`src/rtl/mipi_rx_if.sv`:
```
// Receive-side bundle for mipi_frame_receiver: beat stream in, payload handshake,
// error pulses and statistics out. "slave" is the receiver, "master" its environment.
interface mipi_rx_if #(
    parameter int DLEN  = 6,
    parameter int CNT_W = 16
);
    logic [47:0]        packet;
    logic               my_mipi_rx_VALID;
    logic               data_ready;
    logic [DLEN*8-1:0]  data;
    logic               data_valid;
    logic [23:0]        pkt_id;
    logic [7:0]         dtype;
    logic               err_len;
    logic               err_timeout;
    logic               err_crc;
    logic [CNT_W-1:0]   frame_count;
    logic [CNT_W-1:0]   drop_count;

    modport master (
        output packet, my_mipi_rx_VALID, data_ready,
        input  data, data_valid, pkt_id, dtype,
        input  err_len, err_timeout, err_crc, frame_count, drop_count
    );

    modport slave (
        input  packet, my_mipi_rx_VALID, data_ready,
        output data, data_valid, pkt_id, dtype,
        output err_len, err_timeout, err_crc, frame_count, drop_count
    );
endinterface

```
`src/rtl/mipi_frame_receiver.sv`:
```
// Frame receiver: SOF beat, header beat, N payload beats (optional checksum beat), then hold
// until accepted. Define RX_CHECKSUM_EN to build the CSUM state and XOR accumulator.
module mipi_frame_receiver #(
    parameter int          DLEN    = 6,
    parameter logic [23:0] SOF     = 24'hEAFF99,
    parameter int          TIMEOUT = 255,
    parameter int          CNT_W   = 16
) (
    input  logic     rx_pixel_clk,
    input  logic     rx_reset,
    mipi_rx_if.slave rx
);
    localparam int               DW        = DLEN * 8;
    localparam logic [15:0]      IDLE_LAST = 16'(TIMEOUT - 1);
    localparam logic [CNT_W-1:0] CNT_MAX   = '1;

`ifdef RX_CHECKSUM_EN
    typedef enum logic [2:0] {IDLE, HDR, PAYLOAD, CSUM, HOLD} state_t;
`else
    typedef enum logic [2:0] {IDLE, HDR, PAYLOAD, HOLD} state_t;
`endif

    state_t           state_reg, state_next;
    logic [DW-1:0]    data_reg, data_next;
    logic [23:0]      pkt_id_reg, pkt_id_next;
    logic [7:0]       dtype_reg, dtype_next;
    logic [6:0]       rem_reg, rem_next;
    logic [15:0]      idle_reg, idle_next;
    logic [CNT_W-1:0] frame_cnt_reg, drop_cnt_reg;
    logic             err_len_reg, err_len_next;
    logic             err_to_reg, err_to_next;
    logic             frame_inc, drop_inc;

    logic        valid;
    logic [47:0] pkt;
    logic        is_sof;
    logic [31:0] hdr_dlen;
    logic        dlen_bad;
    logic [6:0]  nbeats;
    logic        idle_expired;
    logic [47:0] beat_swap;
    logic [DW-1:0] data_shift;

    assign valid        = rx.my_mipi_rx_VALID;
    assign pkt          = rx.packet;
    assign is_sof       = (pkt[47:24] == SOF);
    assign hdr_dlen     = pkt[39:8];
    assign dlen_bad     = (hdr_dlen == 32'd0) || (hdr_dlen > 32'(DLEN));
    // Only meaningful once dlen_bad is clear, so dlen <= 64 and 7 bits suffice.
    assign nbeats       = (hdr_dlen[6:0] + 7'd5) / 7'd6;
    assign idle_expired = !valid && (idle_reg == IDLE_LAST);
    assign beat_swap    = {pkt[23:0], pkt[47:24]};

    // Older beats move towards the MSB; anything beyond DLEN bytes falls off the top.
    generate
        if (DW > 48) begin : g_wide
            assign data_shift = {data_reg[DW-49:0], beat_swap};
        end else if (DW == 48) begin : g_exact
            assign data_shift = beat_swap;
        end else begin : g_narrow
            assign data_shift = beat_swap[DW-1:0];
        end
    endgenerate

`ifdef RX_CHECKSUM_EN
    logic [7:0] csum_reg, csum_next;
    logic       err_crc_reg, err_crc_next;
    logic [7:0] byte_xor [0:6];

    assign byte_xor[0] = 8'h00;
    generate
        for (genvar gi = 0; gi < 6; gi++) begin : g_byte_xor
            assign byte_xor[gi+1] = byte_xor[gi] ^ pkt[gi*8 +: 8];
        end
    endgenerate
`endif

    always_comb begin
        state_next   = state_reg;
        data_next    = data_reg;
        pkt_id_next  = pkt_id_reg;
        dtype_next   = dtype_reg;
        rem_next     = rem_reg;
        idle_next    = idle_reg;
        err_len_next = 1'b0;
        err_to_next  = 1'b0;
        frame_inc    = 1'b0;
        drop_inc     = 1'b0;
`ifdef RX_CHECKSUM_EN
        csum_next    = csum_reg;
        err_crc_next = 1'b0;
`endif
        case (state_reg)
            IDLE: begin
                if (valid && is_sof) begin
                    pkt_id_next = pkt[23:0];
                    data_next   = '0;
                    idle_next   = 16'd0;
`ifdef RX_CHECKSUM_EN
                    csum_next   = 8'h00;
`endif
                    state_next  = HDR;
                end
            end
            HDR: begin
                if (valid) begin
                    dtype_next = pkt[47:40];
                    idle_next  = 16'd0;
                    if (dlen_bad) begin
                        err_len_next = 1'b1;
                        drop_inc     = 1'b1;
                        state_next   = IDLE;
                    end else begin
                        rem_next   = nbeats;
                        state_next = PAYLOAD;
                    end
                end else if (idle_expired) begin
                    err_to_next = 1'b1;
                    drop_inc    = 1'b1;
                    state_next  = IDLE;
                end else begin
                    idle_next = idle_reg + 16'd1;
                end
            end
            PAYLOAD: begin
                if (valid) begin
                    data_next = data_shift;
                    idle_next = 16'd0;
                    rem_next  = rem_reg - 7'd1;
`ifdef RX_CHECKSUM_EN
                    csum_next = csum_reg ^ byte_xor[6];
                    if (rem_reg == 7'd1) state_next = CSUM;
`else
                    if (rem_reg == 7'd1) state_next = HOLD;
`endif
                end else if (idle_expired) begin
                    err_to_next = 1'b1;
                    drop_inc    = 1'b1;
                    state_next  = IDLE;
                end else begin
                    idle_next = idle_reg + 16'd1;
                end
            end
`ifdef RX_CHECKSUM_EN
            CSUM: begin
                if (valid) begin
                    idle_next = 16'd0;
                    if (pkt[7:0] == csum_reg) begin
                        state_next = HOLD;
                    end else begin
                        err_crc_next = 1'b1;
                        drop_inc     = 1'b1;
                        state_next   = IDLE;
                    end
                end else if (idle_expired) begin
                    err_to_next = 1'b1;
                    drop_inc    = 1'b1;
                    state_next  = IDLE;
                end else begin
                    idle_next = idle_reg + 16'd1;
                end
            end
`endif
            HOLD: begin
                // Beats are not consumed here; a new SOF means that frame is lost.
                if (valid && is_sof) drop_inc = 1'b1;
                if (rx.data_ready) begin
                    frame_inc  = 1'b1;
                    state_next = IDLE;
                end
            end
            default: state_next = IDLE;
        endcase
    end

    always_ff @(posedge rx_pixel_clk or posedge rx_reset) begin
        if (rx_reset) begin
            state_reg     <= IDLE;
            data_reg      <= '0;
            pkt_id_reg    <= '0;
            dtype_reg     <= '0;
            rem_reg       <= '0;
            idle_reg      <= '0;
            frame_cnt_reg <= '0;
            drop_cnt_reg  <= '0;
            err_len_reg   <= 1'b0;
            err_to_reg    <= 1'b0;
`ifdef RX_CHECKSUM_EN
            csum_reg      <= '0;
            err_crc_reg   <= 1'b0;
`endif
        end else begin
            state_reg   <= state_next;
            data_reg    <= data_next;
            pkt_id_reg  <= pkt_id_next;
            dtype_reg   <= dtype_next;
            rem_reg     <= rem_next;
            idle_reg    <= idle_next;
            err_len_reg <= err_len_next;
            err_to_reg  <= err_to_next;
`ifdef RX_CHECKSUM_EN
            csum_reg    <= csum_next;
            err_crc_reg <= err_crc_next;
`endif
            if (frame_inc && (frame_cnt_reg != CNT_MAX)) frame_cnt_reg <= frame_cnt_reg + 1'b1;
            if (drop_inc && (drop_cnt_reg != CNT_MAX))   drop_cnt_reg  <= drop_cnt_reg + 1'b1;
        end
    end

    assign rx.data        = data_reg;
    assign rx.data_valid  = (state_reg == HOLD);
    assign rx.pkt_id      = pkt_id_reg;
    assign rx.dtype       = dtype_reg;
    assign rx.err_len     = err_len_reg;
    assign rx.err_timeout = err_to_reg;
    assign rx.frame_count = frame_cnt_reg;
    assign rx.drop_count  = drop_cnt_reg;
`ifdef RX_CHECKSUM_EN
    assign rx.err_crc     = err_crc_reg;
`else
    assign rx.err_crc     = 1'b0;
`endif
endmodule

```
`src/flat_wrapper.sv`:
```
// flat-port wrapper written by rule: the top's interface ports become plain ports
module mipi_frame_receiver_flat 
#(
    parameter int          DLEN    = 6,
    parameter logic [23:0] SOF     = 24'hEAFF99,
    parameter int          TIMEOUT = 255,
    parameter int          CNT_W   = 16
)
  (rx_pixel_clk, rx_reset, rx_packet, rx_my_mipi_rx_VALID, rx_data_ready, rx_data, rx_data_valid, rx_pkt_id, rx_dtype, rx_err_len, rx_err_timeout, rx_err_crc, rx_frame_count, rx_drop_count);
  mipi_rx_if #(.DLEN(DLEN), .CNT_W(CNT_W)) rx_i ();
  input  logic rx_pixel_clk;
  input  logic rx_reset;
  input wire logic [$bits(rx_i.packet)-1:0] rx_packet;
  input wire logic [$bits(rx_i.my_mipi_rx_VALID)-1:0] rx_my_mipi_rx_VALID;
  input wire logic [$bits(rx_i.data_ready)-1:0] rx_data_ready;
  output wire logic [$bits(rx_i.data)-1:0] rx_data;
  output wire logic [$bits(rx_i.data_valid)-1:0] rx_data_valid;
  output wire logic [$bits(rx_i.pkt_id)-1:0] rx_pkt_id;
  output wire logic [$bits(rx_i.dtype)-1:0] rx_dtype;
  output wire logic [$bits(rx_i.err_len)-1:0] rx_err_len;
  output wire logic [$bits(rx_i.err_timeout)-1:0] rx_err_timeout;
  output wire logic [$bits(rx_i.err_crc)-1:0] rx_err_crc;
  output wire logic [$bits(rx_i.frame_count)-1:0] rx_frame_count;
  output wire logic [$bits(rx_i.drop_count)-1:0] rx_drop_count;
  assign rx_i.packet = rx_packet;
  assign rx_i.my_mipi_rx_VALID = rx_my_mipi_rx_VALID;
  assign rx_i.data_ready = rx_data_ready;
  assign rx_data = rx_i.data;
  assign rx_data_valid = rx_i.data_valid;
  assign rx_pkt_id = rx_i.pkt_id;
  assign rx_dtype = rx_i.dtype;
  assign rx_err_len = rx_i.err_len;
  assign rx_err_timeout = rx_i.err_timeout;
  assign rx_err_crc = rx_i.err_crc;
  assign rx_frame_count = rx_i.frame_count;
  assign rx_drop_count = rx_i.drop_count;
  mipi_frame_receiver #(.DLEN(DLEN), .SOF(SOF), .TIMEOUT(TIMEOUT), .CNT_W(CNT_W)) u_core (.rx_pixel_clk(rx_pixel_clk), .rx_reset(rx_reset), .rx(rx_i));
endmodule
```
`config.mk`:
```
export PLATFORM = sky130hd
export DESIGN_NAME = mipi_frame_receiver_flat
export DESIGN_NICKNAME = d
export VERILOG_FILES = /design/src/rtl/mipi_rx_if.sv /design/src/rtl/mipi_frame_receiver.sv /design/src/flat_wrapper.sv
export SDC_FILE = /design/constraint.sdc
export NUM_CORES = 1
export LEC_CHECK = 0
export ABC_AREA = 1
export BUFFER_PORTS_ARGS = -buffer_cell sky130_fd_sc_hd__buf_2
export CAP_MARGIN = 0
export CORE_AREA = 2 2 117 119
export CTS_CLUSTER_SIZE = 20
export DETAILED_ROUTE_END_ITERATION = 16
export DIE_AREA = 0 0 119 121
export HOLD_SLACK_MARGIN = 0.15
export PLACE_DENSITY = 0.78
export SYNTH_ARGS = -nofsm -noshare
export SYNTH_HDL_FRONTEND = slang
export SYNTH_SLANG_ARGS = --single-unit
```
`constraint.sdc`:
```
create_clock -name rx_pixel_clk -period 5.55 [get_ports rx_pixel_clk]
set_clock_uncertainty 0.15 [all_clocks]
set_input_delay 1.11 -clock rx_pixel_clk [delete_from_list [all_inputs] [get_ports rx_pixel_clk]]
set_output_delay 1.11 -clock rx_pixel_clk [all_outputs]
set_load 0.05 [all_outputs]
```
==> metrics.md <==
| Metric | Value |
|---|---|
| Register area share after synthesis | about 50% |
| Slowest stage delay, CP | between 0.7 and 0.8 ns |
| # rows | between 40 and 50 |
| Clock buffer depth | 2 |
| Vias per inst | roughly 5.3 |
| Worst-margin pin slew | ~0.98 ns |
| WL final | 18000 um |
| Total Routing Usage GR | 25.8% |
| Synth warn | 0 |
| Core footprint | between 0.01 and 0.015 mm2 |
| Pre-antenna DRT Iters | 5 |
| Non-Filler Instances | ~1.2k |
| Synth area leaders | dfrtp_1, nand2_1, nand3_1 |
| Top FF cell, synth | dfrtp_1 |
| Clk Tree Root Cell | clkbuf_16 |
| Largest net degree at the start of global routing | between 100 and 150 |
| Status | complete, no violations |
| Critical Path End Type | register |
| Diodes inserted | 0 |
| WL per Instance | 15.1 um |
| First-pass GRT wire length | ~30000 um |
| CTS tree | done |
| H-tree depth | 4 |
| Die Wd | ~120 um |
| Area grow syn2layout | 21.5% |
| Synth Area per Inst | between 8 and 9 um2 |
| Post-layout nets | about 1.1k |
| Post-CTS sizing | 0 |
| Critical Path Most Common Cell | nand2_1 |
| Final worst setup slack | approximately 1.9 ns |
| Grt ovf | 0 |
| CP startpoint kind | primary input |
| Cell taking the most area after synthesis | dfrtp_1 |
| Die Ht | around 120 um |
| Initial DRC count | 544 |
| Max-Cap Viols | 0 |
| Final RePlAce weighted congestion | ~0.88 |
| Initial Utilization | a little over half |
| Tmin final | ~3.7 ns |
| Setup bufs post-CTS | 0 |
| Die area | 0.0144 mm2 |
| Commonest non-fill, non-tap cell in the layout | nand2_1 |
| Leakage | approximately 4.6 nW |
| # port buffers | around 170 |
| Setup Crit Path Kind | primary input to register |
| DRC | 0 |
| Mapped Area | ~0.0070 mm2 |
| DP Worst Slack | roughly 1.5 ns |
| Routed Antenna Nets | 0 |
| Final period utilization | approximately 66% |
| Crit path DAT | 3.83 ns |
| Synth cell types | 45 |
| Initial antenna violation count | 0 |
| CP cell instances | buf_2, or2_1, nor4_2, nand4_2, o221ai_1, nand2_1, o21ai_1, nand2_1 |
| RSZ-0062 raised after global routing | no |
| Final hold vios | 0 |
| Post-route setup TNS | 0 ns |
| Cells after Synth | 844 |
| EDFF count, synth | 0 |
| HPWL after DPL | between 10000 and 15000 um |
| TritonCTS Buffers | 17 |
| Largest register FFs | 48 |
| Clock Latency Late Sink | 0.42 ns |
| CP Max Fanout | 21 |
| Max_slew headroom | 34.3% |
| Placed Instances | around 1.2k |
| Cts hold-fix bufs | 0 |
| Worst Path Required | around 5.7 ns |
| Fmax | between 0.2 and 0.3 GHz |
| Peak supply drop | 0.189 mV |
| Vias | 6313 |
| Layout cell share with drive strength beyond 1 | approximately 22% |
| Yosys reg bits | 140 |
| Max-slew violations | 0 |
| CTS clk-pin slew, worst paths | approximately 0.060 ns |
| Slowest stage cell on the critical path | o221ai_1 |
| CTS sink count | between 100 and 150 |
| Hold Crit Class | register to register |
| Share of the synthesized area in the top cell type | between 50% and 60% |
| I/O Pins | 168 |
| Vias in the first global route | a little under 6k |
| Commonest cells after routing, fill and taps aside | nand2_1, buf_2, dfrtp_1 |
| Power Density | 303 mW/mm2 |
| Final setup vio count | 0 |
| Asr flop ratio synth | 100% |
[stage by stage]
step,hold WS (ns),power (mW),utilization [%],instance area (um2)
4_1_cts,0.320,2.58,64.6,8460
5_1_grt,0.348,2.67,64.6,8460
3_5_place_dp,0.306,1.47,60.1,7870
6_report,0.316,2.56,64.6,8460
2_1_floorplan,0.339,1.36,-,6960
3_3_place_gp,0.298,1.46,60.1,7870
[per-layer routing]
layer	GRT usage (%)	wire, um
met3	6.11	993
met2	39.8	8340
met5	0	0
met1	36.0	8270
met4	8.78	354
[synth_stat cells (10+ instances only)]
master and count:
nor2_1 47, nand3_1 131, o21ai_0 30, buf_2 10, nand2_1 224, dfrtp_1 140
xnor2_1 14, inv_1 78, xor2_1 19, a21oi_1 16, ha_1 10, clkbuf_1 13
nand4_1 26, nor3_1 16
[final timing paths]
path	startpoint	endpoint	slack, ns	cells past startpoint
worst max-delay path	rx_packet[26]	u_core.rx.drop_count[12]	1.87	8
worst min-delay path	u_core.rx.pkt_id[23]	u_core.rx.pkt_id[23]	0.32	2
worst max register to register	u_core.state_reg[0]	u_core.rx.drop_count[12]	2.20	9
worst min register to register	u_core.rx.pkt_id[23]	u_core.rx.pkt_id[23]	0.32	2
max in group asynchronous	rx_reset	u_core.idle_reg[3]	3.48	3
min in group asynchronous	rx_reset	u_core.rx.drop_count[12]	0.75	2
[worst max-delay path, delay by kind of cell]
kind	cells	cell delay, ns
AND/OR/NAND/NOR	5	1.54
AO/OA/AOI/OAI	2	1.06
buffers and inverters	1	0.11
[logic make-up after synthesis]
| kind of cell | after synthesis | share of synthesized area, % |
|---|---|---|
| AO/OA/AOI/OAI | 70 | 5.54 |
| other | 1 | 0.0539 |
| XOR/XNOR | 33 | 4.15 |
| adder cells (fa/ha/maj) | 10 | 1.80 |
| buffers and inverters | 118 | 7.17 |
| AND/OR/NAND/NOR | 471 | 30.8 |
| flip-flops | 140 | 50.4 |
| multiplexers | 1 | 0.162 |
[power by group]
| group | internal [mW] | switching (mW) |
|---|---|---|
| clock network | 0.693 | 0.424 |
| logic | 0.0889 | 0.257 |
| registers | 1.06 | 0.0407 |
[cell type report]
class,instances,area [um2]
Fill cell,1125,4630
Sequential cell,140,3500
Multi-Input combinational cell,587,2960
Timing Repair Buffer,170,861
Clock buffer,21,470
Inverter,85,327
Tap cell,176,220
Clock inverter,10,116
(Power assumes the default switching activity.)
